$ cat src/rtl/rom_fetch_unit.sv
// Instruction fetch from a 64-bit combinational ROM.
// Buffers {pc, instr} in a small FIFO.
module rom_fetch_unit #(
  parameter logic [35:0] RESET_PC   = 36'h1_0000_0000,
  parameter logic [35:0] ROM_BASE   = 36'h1_0000_0000,
  parameter logic [35:0] ROM_BYTES  = 36'h170,
  parameter int unsigned FIFO_DEPTH = 4
) (
  input  logic        clk,
  input  logic        rst_n,
  output logic [35:0] rom_addr,
  input  logic [63:0] rom_data,
  input  logic        redirect_valid,
  input  logic [35:0] redirect_pc,
  input  logic        halt_req,
  output logic        instr_valid,
  input  logic        instr_ready,
  output logic [31:0] instr_data,
  output logic [35:0] instr_pc,
  output logic        fault,
  output logic [4:0]  fifo_count
);

  localparam int unsigned PW = $clog2(FIFO_DEPTH);
  localparam logic [4:0] DEPTH = 5'(FIFO_DEPTH);
  localparam logic [36:0] ROM_LO = {1'b0, ROM_BASE};
  localparam logic [36:0] ROM_HI =
    {1'b0, ROM_BASE} + {1'b0, ROM_BYTES};

  typedef enum logic [1:0] {
    FETCH, FULL, HALTED, FAULT
  } state_e;

  state_e        state_q, state_d;
  logic [35:0]   pc_q, pc_d;
  logic [4:0]    count_q, count_d;
  logic [PW-1:0] wr_q, wr_d;
  logic [PW-1:0] rd_q, rd_d;
  logic [67:0]   mem_q [FIFO_DEPTH];

  logic          push, pop, in_range;
  logic [31:0]   fetch_word;
  logic [67:0]   head;

  assign rom_addr   = pc_q;
  assign fetch_word = pc_q[2] ? rom_data[63:32]
                              : rom_data[31:0];
  assign in_range   = ({1'b0, pc_q} >= ROM_LO) &&
                      ({1'b0, pc_q} <  ROM_HI);

  assign head        = mem_q[rd_q];
  assign instr_valid = (count_q != 5'd0);
  assign instr_data  = instr_valid ? head[31:0]  : '0;
  assign instr_pc    = instr_valid ? head[67:32] : '0;
  assign fault       = (state_q == FAULT);
  assign fifo_count  = count_q;

  always_comb begin
    state_d = state_q;
    pc_d    = pc_q;
    push    = 1'b0;
    pop     = instr_valid & instr_ready;
    if (redirect_valid) begin
      pop     = 1'b0;
      pc_d    = {redirect_pc[35:2], 2'b00};
      state_d = halt_req ? HALTED : FETCH;
    end else begin
      unique case (state_q)
        FETCH: begin
          if (halt_req) begin
            state_d = HALTED;
          end else if (!in_range) begin
            state_d = FAULT;
          end else if (count_q < DEPTH) begin
            push = 1'b1;
            pc_d = pc_q + 36'd4;
            if (count_q + 5'd1 == DEPTH && !pop)
              state_d = FULL;
          end else if (!pop) begin
            state_d = FULL;
          end
        end
        FULL: begin
          if (halt_req)  state_d = HALTED;
          else if (pop)  state_d = FETCH;
        end
        HALTED: begin
          if (!halt_req) state_d = FETCH;
        end
        FAULT: state_d = FAULT;
        default: state_d = FETCH;
      endcase
    end
  end

  always_comb begin
    wr_d    = wr_q;
    rd_d    = rd_q;
    count_d = count_q;
    if (redirect_valid) begin
      wr_d    = '0;
      rd_d    = '0;
      count_d = '0;
    end else begin
      if (push) wr_d = wr_q + PW'(1);
      if (pop)  rd_d = rd_q + PW'(1);
      count_d = count_q + {4'd0, push}
                        - {4'd0, pop};
    end
  end

  always_ff @(posedge clk) begin
    if (!rst_n) begin
      state_q <= FETCH;
      pc_q    <= RESET_PC;
      count_q <= '0;
      wr_q    <= '0;
      rd_q    <= '0;
    end else begin
      state_q <= state_d;
      pc_q    <= pc_d;
      count_q <= count_d;
      wr_q    <= wr_d;
      rd_q    <= rd_d;
    end
  end

  // Payload needs no reset: outputs are gated by count.
  always_ff @(posedge clk) begin
    if (push)
      mem_q[wr_q] <= {pc_q, fetch_word};
  end

endmodule

$ cat config.mk
export PLATFORM = sky130hd
export DESIGN_NAME = rom_fetch_unit
export DESIGN_NICKNAME = d
export VERILOG_FILES = /design/src/rtl/rom_fetch_unit.sv
export SDC_FILE = /design/constraint.sdc
export NUM_CORES = 1
export LEC_CHECK = 0
export CAP_MARGIN = 0
export CORE_MARGIN = 8
export CORE_UTILIZATION = 53
export CTS_CLUSTER_DIAMETER = 80
export DETAILED_ROUTE_END_ITERATION = 10
export GPL_TIMING_DRIVEN = 0
export PLACE_DENSITY = 0.86
export SETUP_SLACK_MARGIN = 0.1
export SKIP_LAST_GASP = 1
export SLEW_MARGIN = 15
export SYNTH_ARGS = -nofsm -noshare
export SYNTH_HDL_FRONTEND = slang
export SYNTH_SLANG_ARGS = --single-unit
$ cat constraint.sdc
create_clock -name clk -period 6.6 [get_ports clk]
set_input_delay 0.99 -clock clk [delete_from_list [all_inputs] [get_ports clk]]
set_output_delay 0.99 -clock clk [all_outputs]
set_load 0.02 [all_outputs]
== Word level (Yosys, flattened, before mapping) ==
Memory sizes are Yosys's and may differ from the RTL's. A register that Yosys moved wholly into a read port is not among the register bits.
Cells that the tools add are included.

* Bits in writable memories: 272
* Memories: 1
* Word-level logic and storage cells: 69
* Memory bits (read-only): 0
* Latch bits: 0
* Register bits: 47

* Shift-type cells: 0
* Reduce and logical (&&, ||, !) cells: 12
* Div/mod/pow operators: 0
* Muxes and demuxes: 29
* Bitwise gates (word level): 3
* Equal/unequal tests: 9
* Multipliers: 0
* $add $sub $neg: 6
* Order comparisons: 3

{| class="wikitable"
|+ Memories
! memory !! depth !! width !! read ports !! clocked after memory_dff !! wr ports !! RTL line !! RTL
|-
| mem_q || 4 || 68 || 1 || 1 || 1 || 39 || <nowiki>logic [67:0] mem_q [FIFO_DEPTH];</nowiki>
|}

{| class="wikitable"
|+ Operators by type and width
! kind !! number
|-
| $mux 36 || 6
|-
| $mux 32 || 2
|-
| $add 36x3->36 const B || 1
|-
| $ge 36x33->1 const B || 1
|-
| $lt 36x33->1 const B || 1
|-
| $mux 2 || 12
|-
| $ne 6x6->1 const B || 2
|-
| $reduce_and 4->1 || 3
|-
| $mux 1 || 8
|-
| $pmux 2 s4 || 1
|-
| $reduce_bool 2->1 || 3
|-
| $add 5x1->5 || 1
|-
| $add 5x1->5 const B || 1
|-
| $eq 5x3->1 const B || 1
|-
| $lt 5x3->1 const B || 1
|-
| $reduce_bool 5->1 || 1
|-
| $sub 5x1->5 || 1
|-
| $add 2x1->2 const B || 2
|-
| $eq 2x2->1 const B || 2
|-
| $ne 4x4->1 const B || 1
|-
| $ne 3x3->1 const B || 1
|-
| $eq 2x1->1 const B || 1
|-
| $logic_and 1x1->1 || 2
|-
| $logic_not 2->1 || 1
|-
| other kinds (5) || 6
|}

== Longest topological paths before layout ==
* Depth after elaboration: 10
* Depth in mapped cells: 14

== Worst setup path before layout ==
OpenSTA, ideal clock, no wires.

* Kind: input-to-reg
* Start: input halt_req
* End: memory mem_q[0][0] (enable)
* Data required time: 6.122 ns
* Arrival: 4.449 ns
* Cell stages on the path: 4
* Library setup time: 0.478 ns
* Path buffers: 0
* Slack: 1.672 ns
* Cell sequence: nor3_2 > nand2_2 > or4_4 > nor3b_2

* Longest elaborated chain between the ends: 5

{| class="wikitable"
|+ Ends and longest elaborated chain
! what !! RTL line !! RTL
|-
| from (decl) || 15 || <nowiki>input logic halt_req,</nowiki>
|-
| $mux 1 || 70 || <nowiki>if (halt_req) begin</nowiki>
|-
| $mux 1 || 68 || <nowiki>unique case (state_q)</nowiki>
|-
| $mux 1 || 63 || <nowiki>if (redirect_valid) begin</nowiki>
|-
| $mux 1 || 130 || <nowiki>if (push)</nowiki>
|-
| $mux 1 (not written as such) || 131 || <nowiki>mem_q[wr_q] <= {pc_q, fetch_word};</nowiki>
|-
| to (decl) || 39 ||
|}

Every way passes these cells.

== Final worst setup path ==
* Start: register count_q[2] (netlist: fifo_count[2])
* End: output instr_pc[18]

* Longest elaborated chain between the ends: 2

{| class="wikitable"
|+ Ends and longest elaborated chain
! what !! RTL line !! RTL
|-
| from (decl) || 36 || <nowiki>logic [4:0] count_q, count_d;</nowiki>
|-
| from (signal assigned) || 122 || <nowiki>count_q <= count_d;</nowiki>
|-
| $reduce_bool 5->1 || 52 || <nowiki>assign instr_valid = (count_q != 5'd0);</nowiki>
|-
| $mux 36 || 54 || <nowiki>assign instr_pc = instr_valid ? head[67:32] : '0;</nowiki>
|-
| to (decl) || 19 || <nowiki>output logic [35:0] instr_pc,</nowiki>
|}

Every way passes these cells.

==> insert_results.sql <==
INSERT INTO impl_metrics (metric_group, metric, value, unit) VALUES
('run_status', 'status', 'finished clean', ''),
('layout', 'final_design_area_no_fill', '0.01681', 'mm²'),
('pwr', 'worst_ir_drop_vdd', '0.0001992', 'V'),
('timing', 'setup-violations-final', '0', ''),
('drt', 'num_vias', '7350', ''),
('drt', 'dr.first_iter.drc_count', '521', ''),
('synth', 'synth_top_cell_area_share', '61.93', '%'),
('job', 'cap_viol_max_count', '0', ''),
('synth', 'ys_async_sr_fraction', '0', '%'),
('cts', 'post-cts-setup-buffer-count', '0', ''),
('drt', 'routed-wl-met2', '15260', 'µm'),
('synth', 'synth.most_common_cell', 'edfxtp_1', ''),
('cts', 'clk_pin_slew_worst_paths', '60', 'ps'),
('pwr', 'powerDensity', '283.1', 'mW/mm²'),
('global_route', 'gr-total-overflow', '0', ''),
('timing', 'timing.final.crit_share', '71.90', '%'),
('global_route', 'grt.total_usage', '20.13', '%'),
('timing', 'timing.clock.skew', '11.57', 'ps'),
('timing', 'tightestPinTransition', '867.6', 'ps'),
('timing', 'finalHoldWorstSlack', '517.6', 'ps'),
('drt', 'route.detailed.vias_per_inst', '5.577', ''),
('layout', 'seq_area', '0.008869', 'mm²'),
('synth', 'avg_cell_area_syn', '18.11', 'µm²'),
('cts', 'cts-buffers-inserted', '30', ''),
('place', 'hpwlAfterDp', '20590', 'µm'),
('die', 'fp-row-count', '57', ''),
('cts', 'cts_max_path_buffers', '3', ''),
('setup_path', 'critical_path_peak_fanout', '10', ''),
('cts', 'ctsHoldBuffers', '0', ''),
('drt', 'post_drt_wl_per_cell', '22.49', 'µm'),
('timing', 'timing.final.ws_setup', '1855', 'ps'),
('setup_path', 'crit_type', 'reg2out', ''),
('global_route', 'antenna_found_initial', '0', ''),
('cts', 'root_buffer', 'clkbuf_16', ''),
('global_route', 'number_of_global_route_vias_before_repair', '7905', ''),
('synth', 'synth_top_area_cell', 'edfxtp_1', ''),
('synth', 'synth.distinct_cells', '58', ''),
('synth', 'ys_top_cells_by_area', 'edfxtp_1 (62%), mux4_2 (12%), dfxtp_1 (7.4%)', ''),
('hold_path', 'hold-path-endpoint', 'wr_q[1]', ''),
('setup_path', 'rr_startpoint', 'fifo_count[3]', ''),
('global_route', 'maximum_number_of_pins_on_one_net_before_global_route_repair', '16', ''),
('synth', 'yosys_most_used_dff', 'edfxtp_1', ''),
('drt', 'routed_wl', '29640', 'µm'),
('drt', 'drt_pre_antenna_iters', '5', ''),
('die', 'initial_utilization', '53.26', '%'),
('synth', 'yosys_warnings', '0', ''),
('layout', 'final_nets', '1092', ''),
('layout', 'post_route_cells_drive_above_1_share', '20.52', '%'),
('timing', 'timing.final.hold_violations', '0', ''),
('layout', 'final.fill_count', '1519', ''),
('layout', 'flow.area_growth_from_synthesis', '31.30', '%'),
('pwr', 'p_leak', '5.629', 'nW'),
('place', 'post-place-ws', '2333', 'ps'),
('die', 'top_level_ports', '216', ''),
('synth', 'syn_std_cell_area', '0.01280', 'mm²'),
('synth', 'synth_enable_flop_cells', '264', ''),
('layout', 'finalCoreUtilization', '69.93', '%'),
('cts', 'tritoncts', 'done', ''),
('drt', 'ant_nets', '0', ''),
('hold_path', 'hp-class', 'reg2reg', ''),
('setup_path', 'critPathRequiredTime', '5610', 'ps'),
('layout', 'multi_input_gate_area_in_the_final_layout', '0.003717', 'mm²'),
('drt', 'met3WireLength', '2161', 'µm'),
('setup_path', 'timing.reg2reg.setup_slack', '2930', 'ps'),
('drt', 'wl_met1', '11620', 'µm'),
('synth', 'synth.yosys.seq_area_share', '69.28', '%'),
('place', 'placed_area', '0.01569', 'mm²'),
('hold_path', 'hold_start', 'wr_q[1]', ''),
('drt', 'top_layer_in_use', 'met4', ''),
('synth', 'synthTopCellsByCount', 'edfxtp_1 (264), and2_1 (70), mux4_2 (66), dfxtp_1 (47), mux2_2 (32)', ''),
('timing', 'max_slew_margin', '42.10', '%');
## logic make-up after synthesis
family	share of synthesized area [%]
AOI/OAI and AO/OA	1.896
buffers and inverters	1.965
DFF	69.28
xor gates and xnor gates	0.4789
other	0.02929
and+or+nand+nor	8.093
adders and majority gates	1.720
muxes	16.54
## through the flow
step | setup TNS (ps) | std cells | total power [mW]
final | 0 | 1318 | 4.758
after global routing | 0 | 1318 | 4.911
after CTS | 0 | 1318 | 4.790
after detailed placement | 0 | 1262 | 2.925
after global placement | -238670 | 1242 | 2.910
after floorplan | 0 | 710 | 2.563
## area by class of cell
class / count / area share (%)
Buffer: 42 / 1.206
Clock buffer: 42 / 5.338
Clock inverter: 14 / 1.325
Inverter: 13 / 0.2903
Multi-Input combinational cell: 344 / 22.12
Sequential cell: 311 / 52.77
Tap cell: 324 / 2.412
Timing Repair Buffer: 228 / 14.55
## layout by cell type (no fill, tap or decap), types with 5 or more instances in the layout
cell             Yosys  final
clkinv_2             0      7
clkbuf_1            24     27
or4_1                6      6
mux4_2              66     66
buf_8                0     15
nand2_1              6      6
edfxtp_1           264    264
clkbuf_8             1      9
clkbuf_16            0     31
ha_1                16     16
dfxtp_1             47     47
inv_1               13     13
nor2_1              12     12
and2_1              70     70
o21ai_0              7      7
mux2_2              32     32
buf_16               0      5
buf_2               10     10
nor2b_1             27     27
clkdlybuf4s50_1      0    208
mux2i_1             27     27
a21oi_1              7      7
bufinv_16            0      6
## state kept, by name, summed over array words and instances (netlist names), named ones only
name	cells
wr_q	2
rom_addr	34
rd_q	2
mem_q	264
state_q	2
fifo_count	5
## layer usage
| metal | global-route usage (%) | up-vias |
|---|---|---|
| met4 | 5.974 | 0 |
| met5 | 0 | - |
| met1 | 25.67 | 3742 |
| met3 | 3.397 | 40 |
| met2 | 35.01 | 277 |
| li1 | - | 3291 |
## worst max-delay path by stage
stage	start	endpoint
final	fifo_count[2]	instr_pc[18]
after global routing	fifo_count[2]	instr_pc[18]
after CTS	fifo_count[2]	instr_pc[18]
after detailed placement	fifo_count[2]	instr_pc[18]
after global placement	halt_req	mem_q[1][22]
after floorplan	halt_req	mem_q[0][0]
## power by group
group	internal (mW)	total [mW]	leakage (nW)	switching (mW)
clock	1.18	1.88	0.555	0.702
combinational	0.327	0.688	2.30	0.361
sequential	2.16	2.19	2.77	0.0349
## critical path: stages (launching register included)
cell             delay (ps)
dfxtp_1                 470
inv_1                   100
ha_1                    200
or4b_1                  170
clkbuf_1                450
clkbuf_1                560
clkbuf_1                410
and2_1                  230
clkdlybuf4s50_1         610
(Power assumes the default switching activity.)
